$ cat config.mk
export PLATFORM = sky130hd
export DESIGN_NAME = bnn_cmd_sequencer
export DESIGN_NICKNAME = d
export VERILOG_FILES = /design/src/rtl/bnn_cmd_sequencer.sv
export SDC_FILE = /design/constraint.sdc
export NUM_CORES = 1
export LEC_CHECK = 0
export ABC_CLOCK_PERIOD_IN_PS = 3100
export CORE_UTILIZATION = 50
export CTS_BUF_LIST = sky130_fd_sc_hd__clkbuf_16
export DETAILED_ROUTE_END_ITERATION = 8
export PLACE_DENSITY = 0.75
export SLEW_MARGIN = 20
export SYNTH_ARGS = -nofsm -noshare
export SYNTH_HDL_FRONTEND = slang
export SYNTH_SLANG_ARGS = --single-unit
$ cat constraint.sdc
create_clock -name i_clk -period 3.1 [get_ports i_clk]
set_input_delay 0.775 -clock i_clk [delete_from_list [all_inputs] [get_ports i_clk]]
set_output_delay 0.775 -clock i_clk [all_outputs]
set_load 0.01 [all_outputs]
$ cat src/rtl/bnn_cmd_sequencer.sv
// Host command sequencer for the BNN engine: parses UART command bytes, streams the
// image into the engine buffer, launches inference and returns one response byte per command.
module bnn_cmd_sequencer #(
  parameter int IMG_BYTES      = 72,
  parameter int ADDR_W         = 7,
  parameter int TIMEOUT_CYCLES = 1000000,
  parameter int CNT_W          = 20
) (
  input  logic              i_clk,
  input  logic              i_rst_n,
  input  logic [7:0]        i_rx_data,
  input  logic              i_rx_valid,
  output logic              o_rx_cts,
  output logic [7:0]        o_tx_data,
  output logic              o_tx_valid,
  input  logic              i_tx_ready,
  output logic              o_img_wr_en,
  output logic [ADDR_W-1:0] o_img_wr_addr,
  output logic [7:0]        o_img_wr_data,
  output logic              o_bnn_start,
  input  logic              i_bnn_busy,
  input  logic              i_bnn_done,
  input  logic [3:0]        i_bnn_result,
  output logic [2:0]        o_status
);

  localparam logic [7:0] CMD_LOAD   = 8'hA1;
  localparam logic [7:0] CMD_RUN    = 8'hA2;
  localparam logic [7:0] CMD_STATUS = 8'hA3;
  localparam logic [7:0] RSP_ACK    = 8'h55;
  localparam logic [7:0] RSP_NAK    = 8'hEE;
  localparam logic [ADDR_W-1:0] LAST_ADDR = ADDR_W'(IMG_BYTES - 1);
  localparam logic [CNT_W-1:0]  CNT_LAST  = CNT_W'(TIMEOUT_CYCLES - 1);

  typedef enum logic [2:0] {
    S_IDLE,
    S_LOAD,
    S_RUN_START,
    S_RUN_WAIT,
    S_SEND
  } state_t;

  state_t            r_state;
  logic [ADDR_W-1:0] r_addr;
  logic [CNT_W-1:0]  r_cnt;
  logic              r_loaded;
  logic              r_overrun;
  logic              r_timeout;
  logic [7:0]        r_tx_data;
  logic              r_wr_en;
  logic [ADDR_W-1:0] r_wr_addr;
  logic [7:0]        r_wr_data;

  state_t            w_state_nxt;
  logic [ADDR_W-1:0] w_addr_nxt;
  logic [CNT_W-1:0]  w_cnt_nxt;
  logic              w_loaded_nxt;
  logic              w_overrun_nxt;
  logic              w_timeout_nxt;
  logic [7:0]        w_tx_data_nxt;
  logic              w_wr_en_nxt;
  logic [ADDR_W-1:0] w_wr_addr_nxt;
  logic [7:0]        w_wr_data_nxt;

  always_ff @(posedge i_clk or negedge i_rst_n) begin
    if (!i_rst_n) begin
      r_state   <= S_IDLE;
      r_addr    <= '0;
      r_cnt     <= '0;
      r_loaded  <= 1'b0;
      r_overrun <= 1'b0;
      r_timeout <= 1'b0;
      r_tx_data <= '0;
      r_wr_en   <= 1'b0;
      r_wr_addr <= '0;
      r_wr_data <= '0;
    end else begin
      r_state   <= w_state_nxt;
      r_addr    <= w_addr_nxt;
      r_cnt     <= w_cnt_nxt;
      r_loaded  <= w_loaded_nxt;
      r_overrun <= w_overrun_nxt;
      r_timeout <= w_timeout_nxt;
      r_tx_data <= w_tx_data_nxt;
      r_wr_en   <= w_wr_en_nxt;
      r_wr_addr <= w_wr_addr_nxt;
      r_wr_data <= w_wr_data_nxt;
    end
  end

  always_comb begin
    w_state_nxt   = r_state;
    w_addr_nxt    = r_addr;
    w_cnt_nxt     = r_cnt;
    w_loaded_nxt  = r_loaded;
    w_overrun_nxt = r_overrun;
    w_timeout_nxt = r_timeout;
    w_tx_data_nxt = r_tx_data;
    w_wr_en_nxt   = 1'b0;
    w_wr_addr_nxt = r_wr_addr;
    w_wr_data_nxt = r_wr_data;

    case (r_state)
      S_IDLE: begin
        if (i_rx_valid) begin
          case (i_rx_data)
            CMD_LOAD: begin
              w_state_nxt  = S_LOAD;
              w_addr_nxt   = '0;
              w_cnt_nxt    = '0;
              w_loaded_nxt = 1'b0;
            end
            CMD_RUN: begin
              if (r_loaded && !i_bnn_busy) begin
                w_state_nxt = S_RUN_START;
                w_cnt_nxt   = '0;
              end else begin
                w_tx_data_nxt = RSP_NAK;
                w_state_nxt   = S_SEND;
              end
            end
            CMD_STATUS: begin
              w_tx_data_nxt = {5'b10100, r_loaded, r_overrun, r_timeout};
              w_overrun_nxt = 1'b0;
              w_timeout_nxt = 1'b0;
              w_state_nxt   = S_SEND;
            end
            default: begin
              w_tx_data_nxt = RSP_NAK;
              w_state_nxt   = S_SEND;
            end
          endcase
        end
      end

      // Write is registered, so it lands one cycle after the byte, even on the final byte.
      S_LOAD: begin
        if (i_rx_valid) begin
          w_wr_en_nxt   = 1'b1;
          w_wr_addr_nxt = r_addr;
          w_wr_data_nxt = i_rx_data;
          w_addr_nxt    = r_addr + 1'b1;
          w_cnt_nxt     = '0;
          if (r_addr == LAST_ADDR) begin
            w_loaded_nxt  = 1'b1;
            w_tx_data_nxt = RSP_ACK;
            w_state_nxt   = S_SEND;
          end
        end else if (r_cnt == CNT_LAST) begin
          w_timeout_nxt = 1'b1;
          w_tx_data_nxt = RSP_NAK;
          w_state_nxt   = S_SEND;
        end else begin
          w_cnt_nxt = r_cnt + 1'b1;
        end
      end

      S_RUN_START: begin
        w_state_nxt = S_RUN_WAIT;
      end

      S_RUN_WAIT: begin
        if (i_bnn_done) begin
          w_tx_data_nxt = {4'hC, i_bnn_result};
          w_state_nxt   = S_SEND;
        end else if (r_cnt == CNT_LAST) begin
          w_timeout_nxt = 1'b1;
          w_tx_data_nxt = RSP_NAK;
          w_state_nxt   = S_SEND;
        end else begin
          w_cnt_nxt = r_cnt + 1'b1;
        end
      end

      S_SEND: begin
        if (i_tx_ready) begin
          w_state_nxt = S_IDLE;
        end
      end

      default: begin
        w_state_nxt = S_IDLE;
      end
    endcase

    // CTS is low here, so any byte the host still pushes is lost.
    if (i_rx_valid && (r_state != S_IDLE) && (r_state != S_LOAD)) begin
      w_overrun_nxt = 1'b1;
    end
  end

  assign o_rx_cts      = (r_state == S_IDLE) || (r_state == S_LOAD);
  assign o_tx_valid    = (r_state == S_SEND);
  assign o_tx_data     = r_tx_data;
  assign o_bnn_start   = (r_state == S_RUN_START);
  assign o_img_wr_en   = r_wr_en;
  assign o_img_wr_addr = r_wr_addr;
  assign o_img_wr_data = r_wr_data;
  assign o_status      = {r_loaded, r_overrun, r_timeout};

endmodule

# Word-level counts from Yosys, hierarchy flattened
# Index checks and enable logic that the tools add are counted.
totals:
  regBits: 57
  word_cells: 98
  out_inout_bits: 30
  in_bits: 18
op_classes:
  eq_ne: 23
  mux: 43
  addsub: 2
  reduce_logical: 20
op_table:
  columns: ["op", "n"]
  rows:
  - ["2-to-1 mux 20 bit", 5]
  - ["case mux 20 bit (3 select lines)", 1]
  - ["2-to-1 mux 8 bit", 6]
  - ["case mux 8 bit (3 select lines)", 2]
  - ["case mux 20 bit (2 select lines)", 1]
  - ["equality test 8 bit, second input constant", 3]
  - ["2-to-1 mux 3 bit", 7]
  - ["2-to-1 mux 7 bit", 3]
  - ["adder 20 x 1 -> 20 bit, second input constant", 1]
  - ["equality test 20 bit, second input constant", 1]
  - ["AND reduction 5 bit", 4]
  - ["case mux 3 bit (5 select lines)", 1]
  - ["case mux 7 bit (2 select lines)", 1]
  - ["2-to-1 mux 1 bit", 13]
  - ["!= test 2 bit, second input constant", 6]
  - ["!= test 3 bit, second input constant", 3]
  - ["nonzero test 2 bit", 4]
  - ["adder 7 x 1 -> 7 bit, second input constant", 1]
  - ["equality test 7 bit, second input constant", 1]
  - ["equality test 3 x 2 -> 1 bit, second input constant", 2]
  - ["!= test 2 x 1 -> 1 bit, second input constant", 3]
  - ["!= test 3 x 1 -> 1 bit, second input constant", 2]
  - ["case mux 3 bit (2 select lines)", 1]
  - ["AND reduction 3 bit", 2]
  - ["other kinds (11)", 14]

# Depth between registers and ports, before layout
depth:
  word_depth: 6
  ltp_mapped: 8
  ltp_nobuf: 6

# Least setup slack after synthesis
# Ideal clock, no wire load.
synth_timing:
  path_type: "input-to-reg"
  startpoint: "input port i_rx_data[3]"
  endpoint: "register r_cnt[14]"
  stages: 6
  arrival_time_ns: 2.452
  setup_time_ns: 0.078
  setup_slack_ns: 0.570
  n_path_buf: 1
  t_required_ns: 3.022
  path_cell_list: "or4b_4 -> a211oi_4 -> o31ai_2 -> buf_6 -> or4_1 -> a21oi_1"
synth_via:
  elab_chain_cells: 4
  word_cells_on_any_way: 8
  cone_classes: "eq/ne: 4; mux: 3; reduce/logical: 1"
synth_rtl:
  columns: ["item", "line_no", "text"]
  rows:
  - ["start, declared", "11", "input logic [7:0] i_rx_data,"]
  - ["equality test 8 bit", "106", "case (i_rx_data)"]
  - ["case mux 20 bit (2 select lines)", "106", null]
  - ["2-to-1 mux 20 bit", "105", "if (i_rx_valid) begin"]
  - ["case mux 20 bit (3 select lines)", "103", "case (r_state)"]
  - ["end signal, assigned", "80", "r_cnt <= w_cnt_nxt;"]
  - ["end, declared", "45", "logic [CNT_W-1:0] r_cnt;"]
# Several ways; a longest one is shown, not always the timed one. The select of a mux whose other input is x is not followed.
# A chain may end at the register's enable or synchronous reset.

# Final worst setup path
layout_timing:
  startpoint: "input port i_rx_data[2]"
  endpoint: "register r_cnt[15]"
# The elaborated chain is that of the path after synthesis.

==> key figures <==
Synth
  • Post-synth top cells: nand2_1 (70), dfrtp_1 (57), o21ai_0 (30), a21oi_1 (22)
  • Synth top area share: 46.9%
  • Number of synthesized flops with an enable pin: 0
  • Largest area contributor in the netlist: dfrtp_1
  • Synth warnings: 0
  • Post-synth top flop: dfrtp_1
  • Async SR Flop Fraction: 100%
  • Avg Inst Size Synth: 8.67 um^2
  • Synthesized instance count: 351
  • Syn nets: 371
  • Count leader, synth: nand2_1
  • Synth area leaders: dfrtp_1 (47%), nand2_1 (8.6%), o21ai_0 (4.9%)
  • FF+latch count, synth: 57
  • Seq/Total Area, Yosys: 46.9%
  • Yosys cell types: 46
  • Post-Syn Area: 3040 um^2

STA
  • Slew @ Worst Pin: 725 ps
  • Minimum clock period: 2790 ps
  • Fin. max-slew vios: 0
  • Hold Slack: 472 ps
  • Final setup margin: 309 ps
  • Final setup vio count: 0
  • Final period utilization: 90.0%
  • Final Hold Fails: 0
  • RSZ-0062 raised after global routing: no
  • Worst clock skew: 6.17 ps
  • Relative slew slack: 51.6%
  • Fmax: 358 MHz

Pwr
  • Worst vdd ir: 0.000354 V
  • PwrDens: 535 nW/um^2
  • Pleak: 0.00169 uW

Hold path
  • Worst hold start: o_img_wr_data[6]
  • Hold Path Class: flop to flop

Placement
  • Hpwl dp: 5190 um
  • IO buf count: 47
  • Worst slack, placed: -38.9 ps
  • GPL Wtd Cong: 0.842
  • Dpl cells: 465

Layout
  • Layout cells sized above 1: 8.37%
  • Final nets: 421
  • Post-Layout Cell Count: 481
  • Area added between synthesis and finish: 28.9%
  • Antenna cells: 0

Critical path
  • RR Startpoint: r_addr[3]
  • CP Capture Type: flop
  • Worst EP required: 3340 ps
  • Register-to-Register Setup Slack: 840 ps
  • CP Max Fanout: 29
  • Worst Setup SP: i_rx_data[2]
  • Setup crit start kind: input pin
  • Crit Path Category: input pin to flop
  • Arr. time, crit path: 3030 ps

Routing
  • Detailed-route DRC error count: 0
  • Via count: 2,845
  • Starting DRC count in detailed routing: 163
  • Total Routed Length: 7640 um
  • DR WL/cell: 15.9 um
  • Via density: 5.91
  • ANT nets after route: 0
  • Drt pass-1 iters: 4

GRT
  • Tot GR Track Use: 26.0%
  • Initial antenna violation count: 0
  • Grt ovf: 0
  • Vias in the first global route: 2,709
  • Largest net degree at the start of global routing: 58
  • First-pass GRT wire length: 12,700 um

Status
  • Status: complete, no violations

CTS
  • CTS Sinks: 57
  • Hold Buf Count CTS: 0
  • TritonCTS Buffers: 9
  • Worst skew pair latency: 330 ps
  • Post-CTS resize count: 0
  • CTS tree: done
  • Clock Path Buffers: 2
  • CTS H-tree depth: 3
  • Clock root buffer: clkbuf_16
  • Clock transition at the registers of the reported paths: 50 ps
  • Post-CTS Setup Bufs: 0

Floorplan
  • Initial core utilization: 51.7%
  • Rows: 28
  • IO Count: 48
  • DIE AREA: 6400 um^2
  • Core ar.: 5890 um^2
  • Die X: 80.0 um
  • Die Span Y: 80.0 um

Job
  • Max_cap viols: 0
[layout make-up]
| cell class | count | area [um^2] |
|---|---|---|
| fill | 473 | 1970 |
| clock buffer | 9 | 225 |
| multi-input combinational | 264 | 1490 |
| sequential | 57 | 1430 |
| inverter | 8 | 30.0 |
| timing repair buffer | 61 | 571 |
| clock inverter | 7 | 86.3 |
| tap | 75 | 93.8 |
[routing by layer]
metal	vias up	wire (um)	track usage (%)
met3	12	331	4.69
met4	0	89	13.0
li1	1365	-	-
met5	-	0	0
met2	73	3750	40.7
met1	1395	3470	34.4
[worst paths after layout]
kind | to | cells after the start
worst max register to register | o_tx_data[0] | 5
worst max-delay path | r_cnt[15] | 7
worst min register to register | o_img_wr_data[6] | 2
max in group asynchronous | o_tx_data[6] | 2
worst min-delay path | o_img_wr_data[6] | 2
min in group asynchronous | r_cnt[16] | 2
[per-stage QoR]
stage	TNS, ps	power (uW)	area [um^2]	util (%)
final	0	2100	3920	66.6
after CTS	0	2110	3910	66.5
after floorplan	0	934	3040	-
after global placement	0	1050	3600	61.2
after detailed placement	-55.1	1060	3600	61.2
after global routing	0	2170	3920	66.6
[registers in the layout (all words and copies together), names as in the netlist]
name	flops
o_img_wr_en	1
o_tx_data	8
r_state	3
r_timeout	1
r_cnt	20
r_loaded	1
r_overrun	1
r_addr	7
o_img_wr_addr	7
o_img_wr_data	8
[power by group]
group / leakage (uW) / total (uW) / internal (uW) / switching [uW]
Clock: 0.000158 / 1050 / 695 / 350
Combinational: 0.000788 / 213 / 111 / 102
Sequential: 0.000739 / 838 / 791 / 47.0
[critical path, stage by stage]
cell and delay (ps):
clkdlybuf4s50_1 440, or4b_4 560, a211oi_4 230, o31ai_2 100
buf_4 240, or4_1 520, a21oi_1 160
[cells in the final DEF, fill, tap and decap left out, drive strengths merged, types with 8 or more instances in the layout]
cell type,count
nor3,8
nand3,17
nand4,8
a21oi,22
inv,9
dfrtp,57
or4,8
clkdlybuf4s50,46
nor2,17
o31ai,16
clkbuf,9
o21ai,31
buf,15
nand2,70
nand2b,9
[kinds of logic (layout without fill, tap and decap cells)]
family / after synthesis / after routing / share of synthesized area, %
AND/OR/NAND/NOR: 165 / 165 / 27.1
buffers and inverters: 30 / 85 / 4.40
adder cells (fa/ha/maj): 2 / 2 / 0.823
multiplexers: 4 / 4 / 1.32
flip-flops: 57 / 57 / 46.9
AO/OA/AOI/OAI: 93 / 93 / 19.5
Power figures use the tool's default switching activity.
